--- config.mk ---
export PLATFORM = sky130hd
export DESIGN_NAME = rs232_transmitter
export DESIGN_NICKNAME = d
export VERILOG_FILES = /design/src/rtl/rs232_transmitter.sv
export SDC_FILE = /design/constraint.sdc
export NUM_CORES = 1
export LEC_CHECK = 0
export ABC_AREA = 1
export CAP_MARGIN = 25
export CORE_AREA = 3 3 57 59
export CTS_BUF_LIST = sky130_fd_sc_hd__clkbuf_4
export CTS_CLUSTER_SIZE = 12
export DETAILED_ROUTE_END_ITERATION = 8
export DIE_AREA = 0 0 60 62
export GPL_TIMING_DRIVEN = 0
export PLACE_DENSITY = 0.77
export RECOVER_POWER = 25
export SYNTH_ARGS = -nofsm -noshare
export SYNTH_HDL_FRONTEND = slang
export SYNTH_SLANG_ARGS = --single-unit
export TNS_END_PERCENT = 30
--- constraint.sdc ---
create_clock -name clk -period 4.7 [get_ports clk]
set_clock_uncertainty 0.15 [all_clocks]
set_input_delay 0.94 -clock clk [delete_from_list [all_inputs] [get_ports clk]]
set_output_delay 0.94 -clock clk [all_outputs]
set_load 0.02 [all_outputs]
--- src/rtl/rs232_transmitter.sv ---
// RS-232 frame transmitter: start bit, 5..8 data bits LSB first, optional
// even/odd parity, one or two stop bits, optional CTS-gated frame start.
module rs232_transmitter #(
    parameter int CLK_FREQ     = 50000000,
    parameter int BAUD_RATE    = 115200,
    parameter int BYTE_LEN     = 8,
    parameter int PARITY       = 1,
    parameter int STOP_BITS    = 0,
    parameter int FLOW_CONTROL = 0
) (
    input  logic       clk,
    input  logic       rst,
    input  logic [7:0] tx_data,
    input  logic       tx_data_ready,
    input  logic       cts,
    output logic       tx_data_copied,
    output logic       tx_busy,
    output logic       tx
);

    localparam int BIT_TICKS = CLK_FREQ / BAUD_RATE;
    localparam int TICK_W    = (BIT_TICKS > 1) ? $clog2(BIT_TICKS) : 1;
    localparam logic [TICK_W-1:0] TICK_LAST = TICK_W'(BIT_TICKS - 1);
    localparam logic [2:0] DATA_LAST = 3'(BYTE_LEN - 1);
    localparam logic [2:0] STOP_LAST = 3'(STOP_BITS);
    localparam logic [7:0] DATA_MASK = 8'((16'd1 << BYTE_LEN) - 16'd1);

    typedef enum logic [2:0] {
        ST_IDLE   = 3'd0,
        ST_START  = 3'd1,
        ST_DATA   = 3'd2,
        ST_PARITY = 3'd3,
        ST_STOP   = 3'd4
    } state_t;

    // Unused high data bits are masked off at load, so a full reduction is exact.
    function automatic logic calc_parity(input logic [7:0] data);
        logic p;
        p = ^data;
        return (PARITY == 2) ? ~p : p;
    endfunction

    state_t            state_r, state_nxt_s;
    logic [TICK_W-1:0] tick_cnt_r, tick_nxt_s;
    logic [2:0]        bit_cnt_r, bit_nxt_s;
    logic [7:0]        data_r;
    logic              tx_r, busy_r, copied_r;
    logic              tx_nxt_s, busy_nxt_s, copied_nxt_s;
    logic              accept_s, bit_end_s, load_s;

    assign accept_s  = tx_data_ready & ((FLOW_CONTROL == 0) | cts);
    assign bit_end_s = (tick_cnt_r == TICK_LAST);

    // State, counters, latched byte and registered line outputs.
    always_ff @(posedge clk or negedge rst) begin
        if (!rst) begin
            state_r    <= ST_IDLE;
            tick_cnt_r <= {TICK_W{1'b0}};
            bit_cnt_r  <= 3'd0;
            data_r     <= 8'd0;
            tx_r       <= 1'b1;
            busy_r     <= 1'b0;
            copied_r   <= 1'b0;
        end else begin
            state_r    <= state_nxt_s;
            tick_cnt_r <= tick_nxt_s;
            bit_cnt_r  <= bit_nxt_s;
            data_r     <= load_s ? (tx_data & DATA_MASK) : data_r;
            tx_r       <= tx_nxt_s;
            busy_r     <= busy_nxt_s;
            copied_r   <= copied_nxt_s;
        end
    end

    // Next-state, bit-timing and bit-index logic.
    always_comb begin
        state_nxt_s = state_r;
        bit_nxt_s   = bit_cnt_r;
        load_s      = 1'b0;
        if (state_r == ST_IDLE || bit_end_s) begin
            tick_nxt_s = {TICK_W{1'b0}};
        end else begin
            tick_nxt_s = tick_cnt_r + TICK_W'(1);
        end
        case (state_r)
            ST_IDLE: begin
                if (accept_s) begin
                    state_nxt_s = ST_START;
                    load_s      = 1'b1;
                end else begin
                    state_nxt_s = ST_IDLE;
                end
            end
            ST_START: begin
                if (bit_end_s) begin
                    state_nxt_s = ST_DATA;
                    bit_nxt_s   = 3'd0;
                end else begin
                    state_nxt_s = ST_START;
                end
            end
            ST_DATA: begin
                if (bit_end_s && bit_cnt_r == DATA_LAST) begin
                    state_nxt_s = (PARITY != 0) ? ST_PARITY : ST_STOP;
                    bit_nxt_s   = 3'd0;
                end else if (bit_end_s) begin
                    bit_nxt_s   = bit_cnt_r + 3'd1;
                end else begin
                    state_nxt_s = ST_DATA;
                end
            end
            ST_PARITY: begin
                if (bit_end_s) begin
                    state_nxt_s = ST_STOP;
                    bit_nxt_s   = 3'd0;
                end else begin
                    state_nxt_s = ST_PARITY;
                end
            end
            ST_STOP: begin
                // A byte waiting at the end of the last stop bit starts a new frame with no idle gap.
                if (bit_end_s && bit_cnt_r == STOP_LAST) begin
                    bit_nxt_s = 3'd0;
                    if (accept_s) begin
                        state_nxt_s = ST_START;
                        load_s      = 1'b1;
                    end else begin
                        state_nxt_s = ST_IDLE;
                    end
                end else if (bit_end_s) begin
                    bit_nxt_s = bit_cnt_r + 3'd1;
                end else begin
                    state_nxt_s = ST_STOP;
                end
            end
            default: begin
                state_nxt_s = ST_IDLE;
                bit_nxt_s   = 3'd0;
            end
        endcase
    end

    // Output values for the next cycle, derived from the state being entered.
    always_comb begin
        tx_nxt_s = 1'b1;
        case (state_nxt_s)
            ST_IDLE:   tx_nxt_s = 1'b1;
            ST_START:  tx_nxt_s = 1'b0;
            ST_DATA:   tx_nxt_s = data_r[bit_nxt_s];
            ST_PARITY: tx_nxt_s = calc_parity(data_r);
            ST_STOP:   tx_nxt_s = 1'b1;
            default:   tx_nxt_s = 1'b1;
        endcase
        busy_nxt_s   = (state_nxt_s != ST_IDLE);
        copied_nxt_s = load_s;
    end

    assign tx             = tx_r;
    assign tx_busy        = busy_r;
    assign tx_data_copied = copied_r;

endmodule
# ---- Word level (Yosys, flattened, before mapping)
# Cells that the tools add are included.
# W data, S select, Z words.
dict set report op_classes {
  n_addsub 2
  magnitude_cmp 1
  n_eq_ne 9
  muxes 20
  reduce_logical 8
}
# operator n
set ops {}
lappend ops {{$mux W3} 9}
lappend ops {{$pmux W3 S5} 1}
lappend ops {{$eq A3 B2 Y1 const B} 4}
lappend ops {{$pmux W3 S4} 1}
lappend ops {{$add A9 B1 Y9 const B} 1}
lappend ops {{$eq A9 B9 Y1 const B} 1}
lappend ops {{$mux W9} 1}
lappend ops {{$reduce_xor A8 Y1} 1}
lappend ops {{$eq A3 B1 Y1 const B} 2}
lappend ops {{$eq A3 B3 Y1 const B} 2}
lappend ops {{$logic_not A3 Y1} 2}
lappend ops {{$lt A3 B4 Y1 const B} 1}
lappend ops {{$mux W1} 4}
lappend ops {{$add A3 B1 Y3 const B} 1}
lappend ops {{$bmux W1 S3} 1}
lappend ops {{$pmux W1 S3} 1}
lappend ops {{$reduce_bool A3 Y1} 1}
lappend ops {{$logic_and A1 B1 Y1} 2}
lappend ops {{$mux W2} 1}
lappend ops {{$pmux W1 S2} 1}
lappend ops {{$reduce_or A2 Y1} 1}
lappend ops {{$logic_or A1 B1 Y1} 1}
dict set report word_totals {
  regBits 26
  output_inout_bits 3
  elab_cells 47
}

# ---- Depth between registers and ports, before layout
dict set report logic_depth {
  word_depth 7
  depth_mapped 16
  depth_no_buf 16
}

# ---- Worst setup path before layout
# Ideal clock, no wire load.
dict set report synth_path {
  path_type {reg2reg}
  from {register tick_cnt_r[1]}
  to {register tx_r (netlist: tx)}
  setup_time_ns 0.082
  t_arrival_ns 1.677
  t_required_ns 4.468
  slack_ns 2.790
  stages_incl_launch_ff 15
  period_less_slack_ns 1.910
  cell_sequence {dfrtp_1 -> inv_1 -> ha_1 -> nand2_1 -> nor2_8 -> nand2_4 -> ha_1 -> inv_1 -> nand2_4 -> nand2_4 -> nand2_1 -> nand3_1 -> nand3_1 -> nand3_1 -> nand3_1}
}
dict set report synth_via {
  elab_chain_cells 7
}
# item line
set synth_rtl {}
lappend synth_rtl {{start, declared} 44} ;# logic [TICK_W-1:0] tick_cnt_r, tick_nxt_s;
lappend synth_rtl {{start signal, assigned} 58} ;# tick_cnt_r <= {TICK_W{1'b0}};
lappend synth_rtl {{start signal, assigned} 66} ;# tick_cnt_r <= tick_nxt_s;
lappend synth_rtl {{$eq A9 B9 Y1 (*)} 52} ;# assign bit_end_s = (tick_cnt_r == TICK_LAST);
lappend synth_rtl {{$mux W3 (tied with other cells)} {106, 130}}
lappend synth_rtl {{$mux W3 (on tied branches)} {122, 103}}
lappend synth_rtl {{$pmux W3 S4 (*)} 85} ;# case (state_r)
lappend synth_rtl {{via bit_nxt_s[0]} 45} ;# logic [2:0] bit_cnt_r, bit_nxt_s;
lappend synth_rtl {{$bmux W1 S3 (*)} 149} ;# ST_DATA: tx_nxt_s = data_r[bit_nxt_s];
lappend synth_rtl {{$mux W1 (implied by the code) (*)} 149}
lappend synth_rtl {{$pmux W1 S3 (*)} 146} ;# case (state_nxt_s)
lappend synth_rtl {{via tx_nxt_s} 48} ;# logic tx_nxt_s, busy_nxt_s, copied_nxt_s;
lappend synth_rtl {{end signal, assigned} 69} ;# tx_r <= tx_nxt_s;
lappend synth_rtl {{end, declared} 47} ;# logic tx_r, busy_r, copied_r;
# The timed path passes the listed nets; every way through them passes the cells marked *. The select of a mux whose other input is x is not followed.
# A chain may end at the register's enable or synchronous reset.

# ---- Worst setup path after layout
dict set report layout_path {
  from {register tx_r (netlist: tx)}
  to {output port tx}
}
# item line
set layout_rtl {}
lappend layout_rtl {{end, declared} 18} ;# output logic tx
# No word-level cell between the ends.

==> results.yml <==
global_routing:
  grt_util_all_layers_pct: 17.0
  grt_pass1_vias: 1112
  grt_overflow_total: 0
  grt_pass1_wl_mm: 4.71
  grt_max_degree: 21
  antenna_found_initial: 0
min_path:
  hold_path.class: "reg2reg"
  min_from: "tick_cnt_r[0]$_DFF_PN0_"
clocking:
  clk_latency_ns: 0.32
  ctsResizeCount: 0
  cts_buffers: 3
  cts.clk_slew.worst_paths_ns: 0.13
  cts.sinks: 26
  cts_buffer_depth: 2
  cts.htree.levels: 1
  cts_setup_buffers: 0
  holdBufCountCts: 0
  tritoncts: "done"
  root_buffer: "clkbuf_4"
synthesis:
  ys_ff_latch: 26
  synthTopCellsByArea: "dfrtp_1, nand2_1, nand3_1, ha_1, inv_1"
  synth_area_um2: 1490
  syn_nets: 193
  yosys_warnings: 0
  synth_top_area_share_pct: 41.9
  synth_area_leader_cell: "dfrtp_1"
  async_reset_ff_share_pct: 100
  netlist_instances: 175
  ys.flop_type: "dfrtp_1"
  seq_area_frac_synth_pct: 43.6
  syn_avg_cell_area_um2: 8.54
  synth-edff-count: 0
  yosysUniqueCellTypes: 27
critical_path:
  reg2reg_from: "tick_cnt_r[1]$_DFF_PN0_"
  path_buf_inv: 1
  criticalPathCategory: "reg2out"
  cp_max_fo: 1
  max_stage_delay_ns: 0.60
  setup.worst_path.end_class: "output pin"
  crit_chain: "clkdlybuf4s50_1"
  critical_path.top_delay_family: "buffers and inverters"
  cp-startpoint: "tx$_DFF_PN1_"
  crit_slowest_cell: "clkdlybuf4s50_1"
  start_kind: "flip-flop"
  worstPathArrival_ns: 1.47
  required_ns: 3.61
drt:
  routedWlPerCell_um: 11.6
  firstDrtPassIters: 4
  drtAntennaViolNets: 0
  vias_per_cell: 5.06
  num_vias: 1134
  route.detailed.drc: 0
  routed_wl_mm: 2.59
  drt_iter0_markers: 29
die:
  die_h_um: 62
  die_w_um: 60
  rows: 19
  core_um2: 2760
  start_util_pct: 54.2
  io-pin-count: 15
  die_area_um2: 3720
timing:
  fin_worst_hold_slack_ns: 0.355
  clock.fmax_mhz: 391
  fin_crit_ns: 2.56
  finalSetupTns_ns: 0
  finalHoldViolations: 0
  rsz0062_at_grt: "no"
  period_share_pct: 54.5
  setup_viol: 0
  slew_viol_final: 0
  slew_headroom_pct: 31.0
  tightest_slew_ns: 1.04
final_layout:
  fin_nets: 212
  insertedDiodeCount: 0
  multi_input_area_um2: 741
  final_common_cell: "nand2_1"
  drive_gt1_share_pct: 16.1
  area_growth_pct: 13.6
  ff_latch_area_um2: 652
  fillers: 226
  final_cell_mix: "nand2_1, dfrtp_1, nand3_1"
  final_cells: 224
  finish.utilization_pct: 61.5
power_and_ir_drop:
  total_leakage_power_uw: 0.000818
  p_total_uw: 340
  vdd_ir_drop_max_uv: 157
  powerDensity_nw_per_um2: 201
flow_run:
  cap_viol_max_count: 0
place:
  dp_cells: 220
  portBuffers: 13
  routabilityCongestion: 0.752
  dp_hpwl_mm: 2.02
outcome:
  status: "finished, final reports clean"
[per-stage QoR]
| stage | cell area (um2) | setup WS (ns) |
|---|---|---|
| after floorplan | 1490 | 2.79 |
| after global placement | 1660 | 2.25 |
| after detailed placement | 1690 | 2.41 |
| after CTS | 1720 | 2.12 |
| after global routing | 1700 | 2.11 |
| final | 1700 | 2.14 |
[cell families (layout without fill, tap and decap cells)]
kind of cell    Yosys count  after routing  synth area share [%]
compound gates           14             14                  5.02
simple gates             97             97                  35.4
fa+ha+maj                 6              6                  5.02
buf+inv                  25             43                  6.78
xor+xnor                  7              7                  4.10
flops                    26             26                  43.6
[where the power goes]
part / leakage [uW] / internal, uW / total [uW] / switching, uW
sequential: 0.000314 / 224 / 224 / 0
combinational: 0.000486 / 7.18 / 12.4 / 5.26
clock: 0.0000184 / 39.1 / 104 / 64.9
[sequential cells by signal, indices dropped and copies added (netlist names)]
name            flops
tick_cnt_r          9
data_r              8
bit_cnt_r           3
state_r             3
tx                  1
tx_busy             1
tx_data_copied      1
[synthesized netlist by cell type (3+ instances only)]
cell type  number
nor3_1          7
nand2_4         5
xnor2_1         6
nand3_1        17
nor2_1         11
dfrtp_1        25
nand2_2         6
inv_2           8
a21oi_1         7
ha_1            6
o21ai_1         4
nor3b_1         3
inv_1          16
nand2_1        38
[final cells by class]
cell class / instances / share of cell area (%)
multi-input cells: 124 / 43.7
flip-flops and latches: 26 / 38.4
repair buffers: 14 / 7.89
inverters: 24 / 5.31
well taps: 31 / 2.29
clock buffers: 4 / 1.77
plain buffers: 1 / 0.664
[layer usage]
layer | vias up | global-route usage [%] | wire [um]
li1 | 595 | - | -
met1 | 522 | 21.4 | 1250
met2 | 13 | 28.9 | 1210
met3 | 4 | 1.86 | 70
met4 | 0 | 8.86 | 61
met5 | - | 0 | 0
[final timing paths]
kind	slack, ns	to	depth (start not counted)
max in group asynchronous	2.39	data_r[0]$_DFFE_PN0P_	2
min reg2reg	0.35	tick_cnt_r[0]$_DFF_PN0_	1
max reg2reg	2.58	tx$_DFF_PN1_	16
max	2.14	tx	1
min	0.35	tick_cnt_r[0]$_DFF_PN0_	1
min in group asynchronous	0.77	tick_cnt_r[3]$_DFF_PN0_	1
(Power assumes the default switching activity.)
